**config.mk**
```make
export PLATFORM = sky130hd
export DESIGN_NAME = line_tap_buffer
export DESIGN_NICKNAME = d
export VERILOG_FILES = /design/src/rtl/line_tap_buffer.sv
export SDC_FILE = /design/constraint.sdc
export NUM_CORES = 2
export LEC_CHECK = 0
export CORE_MARGIN = 4
export CORE_UTILIZATION = 56
export CTS_BUF_LIST = sky130_fd_sc_hd__clkbuf_16
export CTS_CLUSTER_DIAMETER = 60
export DETAILED_ROUTE_END_ITERATION = 6
export HOLD_SLACK_MARGIN = 0.03
export PLACE_DENSITY = 0.76
export SETUP_SLACK_MARGIN = 0.5
export SYNTH_ARGS = -nofsm -noshare
export SYNTH_HDL_FRONTEND = slang
export SYNTH_SLANG_ARGS = --single-unit
```
**constraint.sdc**
```tcl
create_clock -name i_clk -period 4.3 [get_ports i_clk]
set_input_delay 0.86 -clock i_clk [delete_from_list [all_inputs] [get_ports i_clk]]
set_output_delay 0.86 -clock i_clk [all_outputs]
set_load 0.005 [all_outputs]
```
**src/rtl/line_tap_buffer.sv**
```systemverilog
// line_tap_buffer: multi-tap row delay line that outputs N_TAPS vertically aligned samples per accepted beat
// Ports:
//   i_clk, i_rst_n      clock, async active-low reset
//   i_clr, i_len        sync clear; loads row length (0 or >MAX_LEN clamps to MAX_LEN)
//   i_valid, i_data     input beat
//   o_valid             one-cycle pulse when outputs were updated from a beat
//   o_taps              tap k in bits [k*N_DATA +: N_DATA], tap 0 = newest sample
//   o_tap_vld           bit k set once tap k carries real data
module line_tap_buffer #(
  parameter int N_DATA = 32,
  parameter int MAX_LEN = 32,
  parameter int N_TAPS = 3,
  localparam int LW = $clog2(MAX_LEN + 1)
) (
  input  logic                     i_clk,
  input  logic                     i_rst_n,
  input  logic                     i_clr,
  input  logic [LW-1:0]            i_len,
  input  logic                     i_valid,
  input  logic [N_DATA-1:0]        i_data,
  output logic                     o_valid,
  output logic [N_TAPS*N_DATA-1:0] o_taps,
  output logic [N_TAPS-1:0]        o_tap_vld
);
  localparam int PW = $clog2(MAX_LEN);
  localparam int NL = N_TAPS - 1;
  localparam int FW = $clog2(NL * MAX_LEN + 1);
  logic [N_DATA-1:0]        line_mem [NL][MAX_LEN];
  logic [N_DATA-1:0]        old_data [NL];
  logic                     accept;
  logic [PW-1:0]            ptr_q, ptr_d;
  logic [FW-1:0]            fill_q, fill_d;
  logic [LW-1:0]            len_q, len_d;
  logic                     valid_q, valid_d;
  logic [N_TAPS*N_DATA-1:0] taps_q, taps_d;
  logic [N_TAPS-1:0]        tap_vld_q, tap_vld_d;
  always_comb begin
    accept = i_valid && !i_clr;
    for (int j = 0; j < NL; j++) old_data[j] = line_mem[j][ptr_q];
    len_d = len_q;
    if (i_clr) len_d = (i_len == '0 || i_len > LW'(MAX_LEN)) ? LW'(MAX_LEN) : i_len;
    // pointer is widened to LW before comparing so len_q-1 never overflows it
    ptr_d = i_clr ? '0 : !accept ? ptr_q : (LW'(ptr_q) == len_q - LW'(1)) ? '0 : ptr_q + PW'(1);
    fill_d = i_clr ? '0 : (accept && int'(fill_q) < NL * int'(len_q)) ? fill_q + FW'(1) : fill_q;
    valid_d = accept;
    taps_d = taps_q;
    tap_vld_d = i_clr ? '0 : tap_vld_q;
    if (accept) begin
      taps_d[N_DATA-1:0] = i_data;
      for (int k = 1; k < N_TAPS; k++) taps_d[k*N_DATA +: N_DATA] = old_data[k-1];
      for (int k = 0; k < N_TAPS; k++) tap_vld_d[k] = int'(fill_q) >= k * int'(len_q);
    end
  end
  // each line is read before write at the shared pointer, so line j feeds line j+1 one row later
  always_ff @(posedge i_clk) begin
    if (accept) begin
      line_mem[0][ptr_q] <= i_data;
      for (int j = 1; j < NL; j++) line_mem[j][ptr_q] <= old_data[j-1];
    end
  end
  always_ff @(posedge i_clk or negedge i_rst_n) begin
    if (!i_rst_n) begin
      ptr_q     <= '0;
      fill_q    <= '0;
      len_q     <= LW'(MAX_LEN);
      valid_q   <= 1'b0;
      taps_q    <= '0;
      tap_vld_q <= '0;
    end else begin
      ptr_q     <= ptr_d;
      fill_q    <= fill_d;
      len_q     <= len_d;
      valid_q   <= valid_d;
      taps_q    <= taps_d;
      tap_vld_q <= tap_vld_d;
    end
  end
  assign o_valid   = valid_q;
  assign o_taps    = taps_q;
  assign o_tap_vld = tap_vld_q;
endmodule

```
== Yosys cells after proc, flatten, opt, wreduce, memory -nomap -nowiden ==
Memories as Yosys holds them, arrays and structs flattened.
Cells that the tools add are included.

* Flip-flop bits (word level): 118
* RAM bits: 2048
* Input port bits: 42
* Output and inout port bits: 100
* Logic and storage cells: 45
* Memories kept: 1

* Add/sub/neg operators: 3
* Magnitude comparators: 7
* Equality and inequality tests: 1
* Muxes and demuxes: 18
* Bitwise logic cells: 1
* Reduce and logical (&&, ||, !) cells: 8

{| class="wikitable"
|+ Memory list
! name !! words !! bits a word !! read ports !! clocked after Yosys merged registers in !! write ports !! RTL line !! source
|-
| line_mem || 2 || 1024 || 2 || 0 || 2 || 28 || <nowiki>logic [N_DATA-1:0] line_mem [NL][MAX_LEN];</nowiki>
|}

{| class="wikitable"
|+ Operators with widths
! operator !! number
|-
| 2-to-1 mux 1024 bit || 1
|-
| binary-select mux 32 bit (select 5 bit) || 2
|-
| demux 32 bit (select 5 bit) || 1
|-
| 2-to-1 mux 32 bit || 5
|-
| 2-to-1 mux 5 bit || 3
|-
| 2-to-1 mux 7 bit || 2
|-
| adder 7 x 1 -> 7 bit (second input constant) || 1
|-
| >= comparator 7 x 1 -> 1 bit (second input constant) || 1
|-
| >= comparator 7 x 6 -> 1 bit || 1
|-
| >= comparator 7 bit || 1
|-
| less-than comparator 7 bit || 1
|-
| == test 5 x 6 -> 1 bit || 1
|-
| >= comparator 6 bit (second input constant) || 1
|-
| > comparator 6 bit (second input constant) || 1
|-
| zero test 6 bit || 1
|-
| less-than comparator 6 x 1 -> 1 bit (second input constant) || 1
|-
| 2-to-1 mux 3 bit || 2
|-
| 2-to-1 mux 6 bit || 1
|-
| NOT 5 -> 6 bit || 1
|-
| subtractor 6 x 1 -> 6 bit (second input constant) || 1
|-
| adder 5 x 1 -> 5 bit (second input constant) || 1
|-
| nonzero test 2 bit || 2
|-
| logical AND 1 bit || 3
|-
| zero test 1 bit || 1
|-
| 2 further kinds || 2
|}

== Longest topological paths before layout ==
* Depth in word-level cells: 6
* Depth in mapped cells: 10
* Gate-level depth less buffers: 8

== Worst setup path after synthesis ==
No wires, ideal clock.

* Path type: in2reg
* From: in i_clr
* To: mem line_mem[0][1568] in the netlist's numbering (enable)
* Library setup time: 487 ps
* Arrival: 4570 ps
* Data required time: 3813 ps
* Slack: -756 ps
* Stages: 6
* Buffers on the path: 2
* Cell sequence: nand2b_1 > clkbuf_1 > inv_2 > buf_1 > nand2_1 > nor2_1

{| class="wikitable"
|+ RTL lines
! what !! RTL line !! source
|-
| start: declaration || 17 || <nowiki>input logic i_clr,</nowiki>
|-
| end: declaration || 28 ||
|}

==> out/results.ini <==
[synth]
synth-seq-cells = 2166
syn_inst = 3709
synth_nets = 3769
seq_area_frac_synth = 0.786
mappedNetlistArea_sq_um = 82000
synth_compound_area_frac = 0.0294
synth_ff_type = edfxtp_1
synth.avg_cell_area_sq_um = 22.1
synth-edff-count = 2048
ys.warnings.count = 0
synth_top_family_by_area = multiplexers
synthAdderAreaFrac = 0.00275
synthDistinctLibCells = 52
async_reset_ff_frac = 0.0545
yosys.area_share.simple = 0.0222
synth_xor_area_frac = 0.00128
synth_mux_area_frac = 0.145

[placed_design]
dp_cells = 5741
gp_congestion = 0.781
hpwlAfterDp_mm = 109
portBuffers = 141
placed_area_sq_um = 87100

[layout]
final_layout_size_suffix_gt1_frac = 0.247
area_delta_synth_final_pct = 14.1
multi_input_area_sq_um = 16800
nNetsFinal = 4089
fill_cells = 9044
fin_area_sq_um = 93600
mostFrequentLayoutCell = edfxtp_1
utilization = 0.643
regArea_sq_um = 64500
mostFrequentLayoutCells = edfxtp_1 (2,048), mux4_2 (504), clkbuf_16 (206)
final_cells = 6129

[power]
p_sw_frac = 0.218
internal-power_mw = 34.2
power_density_nw_per_um2 = 468
comb_power_share = 0.063
switchingPower_mw = 9.54
power.leakage_nw = 29.6
clkPwrFrac = 0.395
seqPwrFrac = 0.542
ir_drop_v = 0.000479

[sta]
rsz0062_at_grt = no
timing.final.crit_share = 0.832
fmax_mhz = 280
tns_ns = 0
whs_ns = 0.0617
relSlewSlack = 0.0771
finalSetupViolations = 0
worstMarginPinSlew_ns = 1.38
hold_viol_final = 0
fin_crit_ns = 3.58
drv_slew = 0
clock_skew_ns = 0.0363

[critical_path]
crit_arrival_ns = 4.29
cp-end-kind = flop
crit_type = reg2reg
slowest_stage = or4_1
cpLargestDelayFamily = simple AND/OR/NAND/NOR gates
cpPeakStageDelay_ns = 1.09
r2r_slack_ns = 0.72
crit_buf_inv = 1
r2r_cells = 6
reg2reg_from = ptr_q[1]$_DFFE_PN0P_
r2r-end = o_taps[61]$_DFFE_PN0P_
cp.required_ns = 5.02
path_max_fanout = 33
crit_top_cell = nor2_1
cp-start-kind = flop
crit_chain = buf_12, mux4_2, a22o_1, or4_1, nor2_1, nor2_1

[clock_network]
cts.sinks = 2166
postCtsSetupRepairBufs = 0
cts_hold_buf = 0
cts_buffers = 203
cts_root_buffer = clkbuf_16
clk_pin_slew_ns = 0.06
clock_path_buffers = 3
cts_tree = done
cts_resized = 0
clk_latency_ns = 0.85
cts_htree_levels = 4

[grt]
grt_pass1_vias = 42300
grt_max_degree = 137
grt_pass1_wl_mm = 306
antenna_found_initial = 6
grt-ovfl-total = 0
grtUsageTotal = 0.283

[outcome]
status = finished clean

[min_path]
worstHoldPathType = in2async

[detailed_routing]
wl_met3_mm = 24.6
drtIter0Drc = 5854
viasPerCell = 6.82
dr.pass1.iters = 5
wl_per_cell_um = 34.6
drt_wl_total_mm = 212
routed-via-count = 41800
maxUsedRoutingLayer = met5
drc = 0
wl_met1_mm = 74.7
ant_nets = 0
wl_met2_mm = 104

[die]
core-area_sq_um = 146000
dieWidth_um = 391
die-area_sq_um = 153000
start_util = 0.563
die_height_um = 391
num_io_pins = 142
rows = 140

[job]
maxCapViolations = 0

==> area by class of cell <==
class	count	share of cell area
clock inverters	177	0.0135
clock buffers	206	0.0551
flip-flops and latches	2166	0.689
multi-input cells	1323	0.179
diodes	5	0.000134
well taps	1917	0.0256
inverters	13	0.000548
repair buffers	322	0.0366
==> cells by family (layout without fill, tap and decap cells) <==
family	count (synthesis)	count (layout)
AO/OA/AOI/OAI	331	331
flip-flops	2166	2166
multiplexers	559	559
buffers and inverters	220	718
adder cells (fa/ha/maj)	18	18
XOR/XNOR	12	12
other	0	5
AND/OR/NAND/NOR	403	403
==> cells in the mapped netlist (all sizes together), types with 14 or more instances <==
library cell | count | area [sq um]
a21oi | 35 | 175
ha | 18 | 225
mux2i | 41 | 410
buf | 108 | 632
a22oi | 50 | 375
dfrtp | 117 | 2930
nand3 | 18 | 90.1
or4 | 17 | 128
and3 | 24 | 150
a22o | 83 | 727
clkbuf | 99 | 372
o21ai | 68 | 340
nand2 | 163 | 612
a221oi | 61 | 534
nor3 | 26 | 130
mux2 | 14 | 158
nor2 | 109 | 409
mux4 | 504 | 11400
edfxtp | 2048 | 61500
==> state kept, by name, indices dropped and copies added, names as in the netlist <==
signal,count
line_mem,2048
len_q,6
o_tap_vld,3
ptr_q,5
fill_q,7
o_valid,1
o_taps,96
==> worst max-delay path by stage <==
stage	start	endpoint	slack, ns	cells after the start
finish	ptr_q[1]$_DFFE_PN0P_	o_taps[61]$_DFFE_PN0P_	0.72	6
detailed placement	ptr_q[1]$_DFFE_PN0P_	line_mem[0][1663]$_DFFE_PP_	0.89	4
CTS	ptr_q[1]$_DFFE_PN0P_	line_mem[0][1951]$_DFFE_PP_	0.87	4
global route	ptr_q[1]$_DFFE_PN0P_	o_taps[41]$_DFFE_PN0P_	0.71	6
global placement	ptr_q[1]$_DFFE_PN0P_	line_mem[0][1663]$_DFFE_PP_	0.95	4
floorplan	ptr_q[2]$_DFFE_PN0P_	line_mem[0][1664]$_DFFE_PP_	-0.52	6
==> layer usage <==
metal,vias up,global-route usage
li1,16200,-
met1,21800,0.389
met2,3184,0.451
met3,554,0.0580
met4,2,0.113
met5,-,0
==> power by group through the flow <==
stage               sequential, mW  combinational, mW  clock, mW
floorplan                     24.1               1.55          0
global placement              24.2               2.66          0
detailed placement            24.2               2.72          0
CTS                           23.7               2.75       17.4
global route                  23.7               2.93       18.4
finish                        23.7               2.74       17.3
==> through the flow <==
stage          total power, mW  setup WS, ns
2_1_floorplan             25.6        -0.519
3_3_place_gp              26.8         0.950
3_5_place_dp              26.9         0.894
4_1_cts                   43.9         0.872
5_1_grt                   45.1         0.712
6_report                  43.8         0.723
Note: power is estimated with default switching activity, not from simulation.
